===== src/rtl/data_mem_arbiter_if.sv =====
`default_nettype none
// ============================================================================
//  Module      : data_mem_arbiter_if
//  Description : Bundle of the pipeline (P) and debug (D) request ports of
//                the shared data memory, plus the arbiter's owner status.
//  Revision    : 1.0 - initial release
// ============================================================================
interface data_mem_arbiter_if #(
    parameter int DATA_W = 32,
    parameter int ADDR_W = 5
);
    // Pipeline port
    logic              pReq;
    logic              pWrite;
    logic [ADDR_W-1:0] pAddr;
    logic [DATA_W-1:0] pWdata;
    logic              pStall;
    logic [DATA_W-1:0] pRdata;
    logic              pValid;
    // Debug / loader port
    logic              dReq;
    logic              dWrite;
    logic [ADDR_W-1:0] dAddr;
    logic [DATA_W-1:0] dWdata;
    logic              dAck;
    logic [DATA_W-1:0] dRdata;
    logic              dValid;
    // Last-grant status
    logic [1:0]        owner;

    // Requester side (pipeline stage, debug loader, testbench)
    modport master (
        output pReq, pWrite, pAddr, pWdata,
        input  pStall, pRdata, pValid,
        output dReq, dWrite, dAddr, dWdata,
        input  dAck, dRdata, dValid,
        input  owner
    );

    // Arbiter side
    modport slave (
        input  pReq, pWrite, pAddr, pWdata,
        output pStall, pRdata, pValid,
        input  dReq, dWrite, dAddr, dWdata,
        output dAck, dRdata, dValid,
        output owner
    );
endinterface
`default_nettype wire


===== src/rtl/data_mem_arbiter.sv =====
`default_nettype none
// ============================================================================
//  Module      : data_mem_arbiter
//  Description : Single-port DEPTH-word data memory shared between the
//                pipeline port (priority) and the debug port (protected
//                from starvation by a saturating wait counter).
//                DEPTH must not exceed 2**ADDR_W; MAX_WAIT must be >= 1.
//  Revision    : 1.0 - initial release
// ============================================================================
module data_mem_arbiter #(
    parameter int DATA_W   = 32,
    parameter int ADDR_W   = 5,
    parameter int DEPTH    = 32,
    parameter int MAX_WAIT = 3
) (
    input  wire logic          clk,
    input  wire logic          reset,
    data_mem_arbiter_if.slave  bus
);

    localparam int                CNT_W   = $clog2(MAX_WAIT + 1);
    localparam logic [CNT_W-1:0]  C_MAX   = CNT_W'(MAX_WAIT);
    localparam logic [ADDR_W:0]   C_DEPTH = (ADDR_W + 1)'(DEPTH);

    typedef enum logic [1:0] {
        OWN_IDLE = 2'b00,
        OWN_PIPE = 2'b01,
        OWN_DBG  = 2'b10
    } owner_t;

    typedef logic [DATA_W-1:0] mem_t [DEPTH];

    // Power-on image: mem[i]=i below 20, then 1,2,5 at 20..22, zero above.
    function automatic mem_t init_image();
        mem_t img;
        for (int i = 0; i < DEPTH; i++) begin
            if (i < 20)       img[i] = DATA_W'(i);
            else if (i == 20) img[i] = DATA_W'(1);
            else if (i == 21) img[i] = DATA_W'(2);
            else if (i == 22) img[i] = DATA_W'(5);
            else              img[i] = '0;
        end
        return img;
    endfunction

    // Memory preload is not touched by reset; contents survive it.
    logic [DATA_W-1:0] mem_q [DEPTH] = init_image();

    logic [CNT_W-1:0]  waitCnt_q;
    logic [DATA_W-1:0] pRdata_q;
    logic              pValid_q;
    logic [DATA_W-1:0] dRdata_q;
    logic              dValid_q;
    owner_t            owner_q;

    logic              force_d;
    logic              grant_p;
    logic              grant_d;
    logic              acc_write;
    logic [ADDR_W-1:0] acc_addr;
    logic [DATA_W-1:0] acc_wdata;
    logic              acc_in_range;
    logic [DATA_W-1:0] rd_word;

    // Same-cycle grant decision and selection of the single memory access
    always_comb begin
        force_d      = bus.dReq && (waitCnt_q == C_MAX);
        grant_p      = bus.pReq && !force_d;
        grant_d      = bus.dReq && !grant_p;
        acc_write    = grant_p ? bus.pWrite : bus.dWrite;
        acc_addr     = grant_p ? bus.pAddr  : bus.dAddr;
        acc_wdata    = grant_p ? bus.pWdata : bus.dWdata;
        acc_in_range = ({1'b0, acc_addr} < C_DEPTH);
        rd_word      = acc_in_range ? mem_q[acc_addr] : '0;
    end

    assign bus.pStall = bus.pReq && !grant_p;
    assign bus.dAck   = grant_d;
    assign bus.pRdata = pRdata_q;
    assign bus.pValid = pValid_q;
    assign bus.dRdata = dRdata_q;
    assign bus.dValid = dValid_q;
    assign bus.owner  = owner_q;

    // Granted in-range write; suppressed while reset is asserted
    always_ff @(posedge clk) begin
        if (!reset && (grant_p || grant_d) && acc_write && acc_in_range) begin
            mem_q[acc_addr] <= acc_wdata;
        end
    end

    // Read-data capture, single-cycle valid pulses and starvation counter
    always_ff @(posedge clk) begin
        if (reset) begin
            pRdata_q  <= '0;
            pValid_q  <= 1'b0;
            dRdata_q  <= '0;
            dValid_q  <= 1'b0;
            waitCnt_q <= '0;
        end else begin
            pValid_q <= grant_p && !bus.pWrite;
            dValid_q <= grant_d && !bus.dWrite;
            if (grant_p && !bus.pWrite) begin
                pRdata_q <= rd_word;
            end
            if (grant_d && !bus.dWrite) begin
                dRdata_q <= rd_word;
            end
            if (bus.dReq && !grant_d) begin
                if (waitCnt_q != C_MAX) begin
                    waitCnt_q <= waitCnt_q + CNT_W'(1);
                end
            end else begin
                waitCnt_q <= '0;
            end
        end
    end

    // Owner FSM: next state depends only on this cycle's grant, so the
    // unused code 2'b11 falls back to IDLE on the next idle cycle.
    always_ff @(posedge clk) begin
        if (reset) begin
            owner_q <= OWN_IDLE;
        end else if (grant_p) begin
            owner_q <= OWN_PIPE;
        end else if (grant_d) begin
            owner_q <= OWN_DBG;
        end else begin
            owner_q <= OWN_IDLE;
        end
    end

endmodule
`default_nettype wire


===== src/flat_wrapper.sv =====
// flat-port wrapper written by rule: the top's interface ports become plain ports
module data_mem_arbiter_flat 
#(
    parameter int DATA_W   = 32,
    parameter int ADDR_W   = 5,
    parameter int DEPTH    = 32,
    parameter int MAX_WAIT = 3
)
  (clk, reset, bus_pReq, bus_pWrite, bus_pAddr, bus_pWdata, bus_pStall, bus_pRdata, bus_pValid, bus_dReq, bus_dWrite, bus_dAddr, bus_dWdata, bus_dAck, bus_dRdata, bus_dValid, bus_owner);
  data_mem_arbiter_if #(.DATA_W(DATA_W), .ADDR_W(ADDR_W)) bus_i ();
  input  wire logic clk;
  input  wire logic reset;
  input wire logic [$bits(bus_i.pReq)-1:0] bus_pReq;
  input wire logic [$bits(bus_i.pWrite)-1:0] bus_pWrite;
  input wire logic [$bits(bus_i.pAddr)-1:0] bus_pAddr;
  input wire logic [$bits(bus_i.pWdata)-1:0] bus_pWdata;
  output wire logic [$bits(bus_i.pStall)-1:0] bus_pStall;
  output wire logic [$bits(bus_i.pRdata)-1:0] bus_pRdata;
  output wire logic [$bits(bus_i.pValid)-1:0] bus_pValid;
  input wire logic [$bits(bus_i.dReq)-1:0] bus_dReq;
  input wire logic [$bits(bus_i.dWrite)-1:0] bus_dWrite;
  input wire logic [$bits(bus_i.dAddr)-1:0] bus_dAddr;
  input wire logic [$bits(bus_i.dWdata)-1:0] bus_dWdata;
  output wire logic [$bits(bus_i.dAck)-1:0] bus_dAck;
  output wire logic [$bits(bus_i.dRdata)-1:0] bus_dRdata;
  output wire logic [$bits(bus_i.dValid)-1:0] bus_dValid;
  output wire logic [$bits(bus_i.owner)-1:0] bus_owner;
  assign bus_i.pReq = bus_pReq;
  assign bus_i.pWrite = bus_pWrite;
  assign bus_i.pAddr = bus_pAddr;
  assign bus_i.pWdata = bus_pWdata;
  assign bus_pStall = bus_i.pStall;
  assign bus_pRdata = bus_i.pRdata;
  assign bus_pValid = bus_i.pValid;
  assign bus_i.dReq = bus_dReq;
  assign bus_i.dWrite = bus_dWrite;
  assign bus_i.dAddr = bus_dAddr;
  assign bus_i.dWdata = bus_dWdata;
  assign bus_dAck = bus_i.dAck;
  assign bus_dRdata = bus_i.dRdata;
  assign bus_dValid = bus_i.dValid;
  assign bus_owner = bus_i.owner;
  data_mem_arbiter #(.DATA_W(DATA_W), .ADDR_W(ADDR_W), .DEPTH(DEPTH), .MAX_WAIT(MAX_WAIT)) u_core (.clk(clk), .reset(reset), .bus(bus_i));
endmodule

===== config.mk =====
export PLATFORM = sky130hd
export DESIGN_NAME = data_mem_arbiter_flat
export DESIGN_NICKNAME = d
export VERILOG_FILES = /design/src/rtl/data_mem_arbiter_if.sv /design/src/rtl/data_mem_arbiter.sv /design/src/flat_wrapper.sv
export SDC_FILE = /design/constraint.sdc
export NUM_CORES = 1
export LEC_CHECK = 0
export CORE_MARGIN = 10
export CORE_UTILIZATION = 40
export DETAILED_ROUTE_END_ITERATION = 10
export SLEW_MARGIN = 20
export SYNTH_ARGS = -nofsm -noshare
export SYNTH_HDL_FRONTEND = slang
export SYNTH_SLANG_ARGS = --single-unit

===== constraint.sdc =====
create_clock -name clk -period 4.6 [get_ports clk]
set_input_delay 0.46 -clock clk [delete_from_list [all_inputs] [get_ports clk]]
set_output_delay 0.46 -clock clk [all_outputs]
set_load 0.02 [all_outputs]

## Word level (Yosys, flattened, before mapping)

Memories as Yosys holds them, arrays and structs flattened.
Index checks and enable logic that the tools add are counted.

- Input bits: 80
- Flip-flop bits (word level): 70
- Output and inout port bits: 70
- Memories: 1
- Word-level logic and storage cells: 37
- Bits in writable memories: 1024

Memory list:

| name | depth | width | rd ports | clocked after Yosys merged registers in | wr ports | RTL line | source |
|---|---|---|---|---|---|---|---|
| u_core.mem_q | 32 | 32 | 1 | 0 | 1 | data_mem_arbiter.sv:47 | `logic [DATA_W-1:0] mem_q [DEPTH] = init_image();` |

- Bitwise gates (word level): 1
- Add/subtract/negate cells: 1
- Mux-type cells: 7
- Equal/unequal tests: 2
- Reductions and logical operators: 18

Operators with widths:

| kind | number |
|---|---|
| two-way mux 32 bit | 1 |
| logical AND 1 bit | 9 |
| logical NOT 1 bit | 6 |
| two-way mux 5 bit | 1 |
| two-way mux 1 bit | 4 |
| OR reduction 2 bit | 2 |
| adder 2 x 1 -> 2 bit, second input constant | 1 |
| == test 2 bit, second input constant | 1 |
| two-way mux 2 bit | 1 |
| inequality test 2 bit, second input constant | 1 |
| logical OR 1 bit | 1 |
| NOT 1 bit | 1 |

## Depth between registers and ports, before layout

Gate-level depths: netlist (run 1).

- Depth in word-level cells: 11
- Gate-level depth with buffers: 12
- Depth with buffers taken out: 7

## Worst setup path before layout (run 1)

Ideal clock, no wire load.

- Path kind: input-to-reg
- From: input port bus_dReq
- To: memory u_core.mem_q[4][0] (enable)
- Slack: 795 ps
- Data arrival time: 3383 ps
- Required time: 4179 ps
- Stages on the path: 8
- Path through: buf_2 > a21boi_4 > mux2i_1 > buf_2 > buf_2 > nor3b_1 > nand2_1 > nor2_1

- Word-level cells in the longest chain between the ends: 10
- Elaborated cells between the ends (all ways): 12
- Those cells by class: mux: 4; reduce/logical: 8

RTL lines:

| what | RTL line | source |
|---|---|---|
| start: declaration | flat_wrapper.sv:20 | `input wire logic [$bits(bus_i.dReq)-1:0] bus_dReq;` |
| logical AND 1 bit | data_mem_arbiter.sv:67 | `force_d = bus.dReq && (waitCnt_q == C_MAX);` |
| logical NOT 1 bit | data_mem_arbiter.sv:68 | `grant_p = bus.pReq && !force_d;` |
| logical AND 1 bit | data_mem_arbiter.sv:68 |  |
| logical NOT 1 bit | data_mem_arbiter.sv:69 | `grant_d = bus.dReq && !grant_p;` |
| logical AND 1 bit | data_mem_arbiter.sv:69 |  |
| logical OR 1 bit | data_mem_arbiter.sv:87 | `if (!reset && (grant_p \|\| grant_d) && acc_write && acc_in_range) begin` |
| logical AND 1 bit (2 in a row) | data_mem_arbiter.sv:87 |  |
| two-way mux 1 bit | data_mem_arbiter.sv:87 |  |
| two-way mux 1 bit (implied by the code) | data_mem_arbiter.sv:88 | `mem_q[acc_addr] <= acc_wdata;` |
| end: declaration | data_mem_arbiter.sv:47 |  |

Parallel ways exist; a longest one is shown, timed or not.

## Worst setup path after layout (run 1)

- From: register u_core.waitCnt_q[0]
- To: output port bus_dAck

- Word-level cells in the longest chain between the ends: 6

RTL lines:

| what | RTL line | source |
|---|---|---|
| start: declaration | data_mem_arbiter.sv:49 | `logic [CNT_W-1:0] waitCnt_q;` |
| start signal: assignment | data_mem_arbiter.sv:111 | `waitCnt_q <= waitCnt_q + CNT_W'(1);` |
| == test 2 bit | data_mem_arbiter.sv:67 |  |
| logical AND 1 bit | data_mem_arbiter.sv:67 |  |
| logical NOT 1 bit | data_mem_arbiter.sv:68 |  |
| logical AND 1 bit | data_mem_arbiter.sv:68 |  |
| logical NOT 1 bit | data_mem_arbiter.sv:69 |  |
| logical AND 1 bit | data_mem_arbiter.sv:69 |  |
| end: declaration | flat_wrapper.sv:24 | `output wire logic [$bits(bus_i.dAck)-1:0] bus_dAck;` |

No other way between the ends.

==> results of run 1 <==
final cells by class:
class / instances / area [um^2]
multi-input cells: 1555 / 16400
flip-flops and latches: 1094 / 32200
well taps: 1625 / 2030
fillers: 10199 / 64600
diodes: 1 / 2.50
inverters: 1 / 3.75
clock inverters: 67 / 729
clock buffers: 138 / 2950
repair buffers: 299 / 3180
sequential cells by signal, indices dropped and copies added, names as in the netlist:
signal and cells:
u_core.bus.pValid 1, u_core.bus.dValid 1, u_core.mem_q 1024, u_core.bus.pRdata 32, u_core.waitCnt_q 2, u_core.bus.dRdata 32
u_core.bus.owner 2
logic make-up after synthesis:
family | Yosys count
DFF | 1094
muxes | 606
and+or+nand+nor | 521
AOI/OAI and AO/OA | 427
buffers and inverters | 235
adders and majority gates | 1
metal layers:
metal / vias to the layer above / global-route usage (%)
met4: 2 / 5.86
met3: 254 / 4.79
met2: 1412 / 32.4
met1: 15607 / 26.8
met5: - / 0
li1: 12288 / -
synth_stat cells, types with 2 or more instances:
library cell     n
a2111o_1         4
a2111oi_0        4
a211oi_1        59
a21boi_0         2
a21oi_1        109
a221o_1         57
a221oi_1         2
a22o_1           2
a311o_1          4
a311oi_1         8
a31oi_1          9
and2_1           7
and3_1          34
and3b_1          2
and4b_1          2
buf_1           27
buf_2           71
buf_4           13
buf_6            2
clkbuf_1       121
dfxtp_1         70
edfxtp_1      1024
mux2_2           7
mux2i_1        232
mux4_2         367
nand2_1        126
nand2b_1         2
nand3_1          9
nor2_1         278
nor2b_1          4
nor3_1          12
nor3b_1          3
nor4_1          10
nor4b_1         14
nor4b_2         13
o2111ai_1        4
o21a_1           2
o21ai_0         23
o21ai_1         12
o221ai_1        28
o22ai_1         86
o41ai_1          4
or2_2            3
power by group:
| group | total, mW | leakage (nW) | internal, mW | switching [mW] |
|---|---|---|---|---|
| combinational | 2.04 | 7.16 | 0.800 | 1.24 |
| clock | 9.15 | 1.79 | 5.33 | 3.82 |
| sequential | 11.1 | 9.47 | 11.0 | 0.0590 |
placed cells by master (no fill, tap or decap), types with 24 or more instances in the layout:
| master | count |
|---|---|
| clkdlybuf4s50_1 | 144 |
| a211oi_1 | 59 |
| mux4_2 | 367 |
| a221o_1 | 57 |
| o22ai_1 | 86 |
| o221ai_1 | 28 |
| mux2i_1 | 231 |
| clkbuf_16 | 113 |
| nor2_1 | 242 |
| nor2_4 | 35 |
| edfxtp_1 | 1024 |
| a21oi_1 | 108 |
| clkinv_2 | 24 |
| nand2_1 | 125 |
| buf_12 | 44 |
| and3_1 | 34 |
| dfxtp_1 | 70 |
| buf_4 | 106 |
stage by stage:
stage / setup WS [ps] / std cells / utilization [%] / hold WS, ps / total power, mW
after detailed placement: 447 / 4574 / 44.1 / 427 / 13.3
after floorplan: 795 / 2884 / - / 404 / 12.5
final: 785 / 4780 / 47.1 / 358 / 22.3
after CTS: 750 / 4779 / 47.1 / 310 / 22.4
after global placement: 484 / 4574 / 44.1 / 414 / 13.3
after global routing: 638 / 4779 / 47.1 / 349 / 23.0
critical path: cells and delay by family (launching register included):
kind                       cells  cell delay (ps)
buffers and inverters          3             1290
adders and majority gates      1              410
DFF                            1              340
AOI/OAI and AO/OA              1              250
and+or+nand+nor                1              340
how the worst max path moves through the flow:
| stage | to | slack (ps) | cells past startpoint |
|---|---|---|---|
| finish | bus_dAck | 790 | 6 |
| floorplan | u_core.mem_q[4][0]$_DFFE_PP_ | 800 | 8 |
| detailed placement | u_core.bus.dRdata[1]$_SDFFE_PP0P_ | 450 | 9 |
| CTS | bus_dAck | 750 | 6 |
| global route | bus_dAck | 640 | 6 |
| global placement | u_core.bus.dRdata[1]$_SDFFE_PP0P_ | 480 | 9 |
==> run summary, run 1 <==
status = complete, no violations
Highest Signal Layer = met5
Setup CP Type = register to primary output
Synthesis Warnings = 0
met2 wire len = 67300 um
DRT antenna net count = 0
total congestion overflow = 0
vias = 29563
routed wl met3 = 12900 um
CP max stage delay = 610 ps
Yosys cell types = 55
initial antenna violation count = 2
Leakage = 18.4 nW
Avg Vias per Cell = 6.18
largest net degree at the start of global routing = 84
number of flops mapped to enable cells by yosys = 1024
layout net count = 3141
Synth top area share = 62.4%
Setup Viol. Count Final = 0
Worst EP required = 4140 ps
register area share after synthesis = 65.3%
post-synthesis compound-gate area fraction = 6.07%
Max clock buf depth = 3
share of cells above drive strength 1 = 24.3%
r2r endpoint = u_core.bus.dRdata[1]$_SDFFE_PP0P_
adder-cell share of the synthesized area = 0.0254%
Die ar. = 0.138 mm^2
Post-synth ARST share = 0%
core area = 0.122 mm^2
area growth from synthesis to layout = 16.7%
Synth area leader = edfxtp_1
detailed-route wire length = 141000 um
met1 WL = 57000 um
power per cell area = 388 mW/mm^2
Worst Skew = 18.7 ps
Hold Startpoint = reset
critical path capture point type = primary output
Final min period = 3810 ps
clk root buf = clkbuf_16
Die W = 371 um
FF+latch count, synth = 1094
Worst Tran Pin Value = 931 ps
Mapped Area = 0.0492 mm^2
Initial Utilization = 40.4%
CP cell instances = ha_1 -> a21bo_4 -> buf_4 -> nand2_1 -> inv_1 -> clkdlybuf4s50_1
post-synthesis mux area share = 21.7%
IO Port Bufs = 149
count of hold-fix buffers inserted at cts = 0
crit path from = u_core.waitCnt_q[0]$_SDFFE_PP0P_
Hold EP = u_core.bus.dRdata[22]$_SDFFE_PP0P_
Hold/Removal Path Class = primary input to register
setup TNS = 0 ps
fraction of the cycle the final worst path needs = 82.9%
crit-path max FO = 55
worst rel slew slack = 37.9%
achievable frequency = 0.262 GHz
register clock-pin slew on the reported worst setup and hold paths = 60 ps
largest family of logic cells by synthesized area = multiplexers
Worst Path Arrival = 3350 ps
fin. max-slew vios = 0
H-Tree Depth = 3
Syn Area/Cell = 17.1 um^2
Hold Path Stages = 2
register-to-register setup slack = 920 ps
I/O pins = 150
worst vdd ir = 0.298 mV
syn nets = 2965
row count = 128
crit path max-delay cell type = clkdlybuf4s50_1
FF-to-FF Start = u_core.waitCnt_q[0]$_SDFFE_PP0P_
area share of xor/xnor cells in the synthesized design = 0%
first-pass GRT wire length = 207000 um
Die Height = 371 um
DP Wirelength = 85800 um
simple-gate share of the synthesized area = 4.86%
path depth of the worst reg2reg path = 9
RSZ-0062 raised after global routing = no
fin area = 0.0575 mm^2
Synth Instances = 2884
maximum capacitance violations = 0
Num CTS Buffers = 109
drt initial violations = 3121
dominant cells by area after synthesis = edfxtp_1, mux4_2, mux2i_1
clk sink count = 1094
clk_lat worst skew = 690 ps
1st-pass router iterations = 6
placed cell area = 0.0538 mm^2
CTS tree = built
All-Layer GR Usage = 20.0%
vias in the first global route = 30349
GP Congestion = 0.917
# DRC = 0
Avg WL per Cell = 29.5 um
final hold vios = 0
Top FF cell, synth = edfxtp_1
post-CTS setup buffer count = 0
Resize count post-CTS = 0
crit start category = register
No activity file was read; power rests on OpenSTA's default activity.
==> run 2: changes to the inputs <==
==> constraint.sdc (replaced) <==
create_clock -name clk -period 3.5 [get_ports clk]
set_input_delay 0.35 -clock clk [delete_from_list [all_inputs] [get_ports clk]]
set_output_delay 0.35 -clock clk [all_outputs]
set_load 0.02 [all_outputs]
==> run 2 against run 1 <==
Net effect: clock-buffer cell count shrank 8; first-iteration DRC count rose by 2.9%; setup slack worse by 620 ps; worst hold slack improved by 21 ps; cell count up 1.3%; sequential power rose by 32%; clock skew is 6.6 ps higher; critical path depth grew 3; wire length down 1.7%; combinational power increased by 36%.
==> run summary, run 2 (same netlist as run 1, synthesis figures left out) <==
status = complete, no violations
DRT antenna net count = 0
share of cells above drive strength 1 = 25.7%
DP Wirelength = 87400 um
IO Port Bufs = 149
worst rel slew slack = 27.7%
count of hold-fix buffers inserted at cts = 0
Leakage = 18.8 nW
Die W = 371 um
Avg Vias per Cell = 6.16
Setup CP Type = register to register
Worst Tran Pin Value = 1080 ps
Setup Viol. Count Final = 0
worst vdd ir = 0.387 mV
initial antenna violation count = 2
achievable frequency = 0.300 GHz
Worst EP required = 4020 ps
largest net degree at the start of global routing = 105
fin. max-slew vios = 0
I/O pins = 150
CP max stage delay = 520 ps
Hold Startpoint = bus_dWrite
RSZ-0062 raised after global routing = no
crit-path max FO = 30
1st-pass router iterations = 7
register clock-pin slew on the reported worst setup and hold paths = 70 ps
Num CTS Buffers = 105
Max clock buf depth = 3
vias in the first global route = 30641
CTS tree = built
# DRC = 0
maximum capacitance violations = 0
total congestion overflow = 0
FF-to-FF Start = u_core.waitCnt_q[0]$_SDFFE_PP0P_
row count = 128
Logic pwr share = 9.6%
max reg flops = 1024
layout net count = 3211
H-Tree Depth = 3
critical path capture point type = register
most flop-heavy register = u_core.mem_q
clock share of power = 40.0%
drt initial violations = 3212
clk root buf = clkbuf_16
WP buf/inv = 2
final core occ = 47.7%
Initial Utilization = 40.4%
detailed-route wire length = 138000 um
switch share = 22.8%
vias = 29803
Worst Path Arrival = 3860 ps
crit path max-delay cell type = mux2i_4
diode count = 0
GP Congestion = 0.845
clk sink count = 1094
core area = 0.122 mm^2
commonest cells after routing, fill and taps aside = edfxtp_1, mux4_2, nor2_1
Final min period = 3340 ps
Die ar. = 0.138 mm^2
final hold slack = 379 ps
Avg WL per Cell = 28.6 um
crit start category = register
Worst Skew = 25.3 ps
All-Layer GR Usage = 19.7%
Die Height = 371 um
Switch Pwr = 6.59 mW
most common cell after layout, fill and taps aside = edfxtp_1
CP cell instances = ha_1 -> a21boi_4 -> mux2i_4 -> buf_12 -> buf_12 -> mux2i_1 -> o221ai_1 -> nor4b_4 -> a211oi_1
Hold Path Stages = 2
first-pass GRT wire length = 206000 um
CP top delay family = compound AO/OA/AOI/OAI gates
Hold/Removal Path Class = primary input to register
final hold vios = 0
crit-path most repeated cell = buf_12
Reg power frac = 50.4%
area growth from synthesis to layout = 18.2%
crit path from = u_core.waitCnt_q[0]$_SDFFE_PP0P_
CP Depth = 9
Power Internal = 22.4 mW
fraction of the cycle the final worst path needs = 95.4%
clk_lat worst skew = 680 ps
path depth of the worst reg2reg path = 9
power per cell area = 497 mW/mm^2
## run 2: power groups by stage
| stage | logic (mW) | clock network [mW] | registers [mW] |
|---|---|---|---|
| 2_1_floorplan | 1.51 | 0 | 14.9 |
| 3_3_place_gp | 2.69 | 0 | 14.9 |
| 3_5_place_dp | 2.74 | 0 | 14.9 |
| 4_1_cts | 2.75 | 11.8 | 14.6 |
| 5_1_grt | 2.93 | 12.3 | 14.6 |
| 6_report | 2.77 | 11.6 | 14.6 |
## run 2: final cells by class
class / count / area [um^2]
clock buffer: 130 / 2790
timing repair buffer: 373 / 4100
tap: 1625 / 2030
sequential: 1094 / 32200
multi-input combinational: 1555 / 16400
inverter: 1 / 3.75
fill: 10138 / 63800
clock inverter: 64 / 691
## run 2: metal layers
metal  vias to the layer above  wire, um  track usage, %
li1                      12438         -               -
met1                     15778     58200            27.8
met2                      1387     65500            31.6
met3                       198     12100            3.70
met4                         2      2530            4.50
met5                         -        13               0
## run 2: worst reg2reg max path: stages (launching register included)
cell      delay (ps)
dfxtp_1          320
ha_1             240
a21boi_4         310
mux2i_4          520
buf_12           320
buf_12           230
mux2i_1          260
o221ai_1         330
nor4b_4          510
a211oi_1         130
## run 2: path summary, 6_finish.rpt
path / end / slack (ps)
worst min register to register: u_core.waitCnt_q[0]$_SDFFE_PP0P_ / 450
worst max register to register: u_core.bus.dRdata[17]$_SDFFE_PP0P_ / 160
worst max-delay path: u_core.bus.dRdata[17]$_SDFFE_PP0P_ / 160
worst min-delay path: u_core.bus.dValid$_SDFF_PP0_ / 380
## run 2: metrics by stage
| step | TNS [ps] | instance area (um^2) | instances | power, mW | worst slack (ps) |
|---|---|---|---|---|---|
| 6_report | 0 | 58200 | 4842 | 28.9 | 161 |
| 5_1_grt | 0 | 58200 | 4842 | 29.8 | 47.4 |
| 4_1_cts | 0 | 58100 | 4836 | 29.1 | 3.67 |
| 3_5_place_dp | -4500 | 54600 | 4642 | 17.6 | -289 |
| 3_3_place_gp | -2020 | 54600 | 4642 | 17.5 | -298 |
| 2_1_floorplan | -171570 | 49300 | 2884 | 16.4 | -300 |
## run 2: timing repair
item                                   4_1_cts  5_1_grt
endpoints found under the hold margin        0        0
gates resized for setup                      0        4
buffers inserted                             0        4
setup endpoints to repair                    0       14
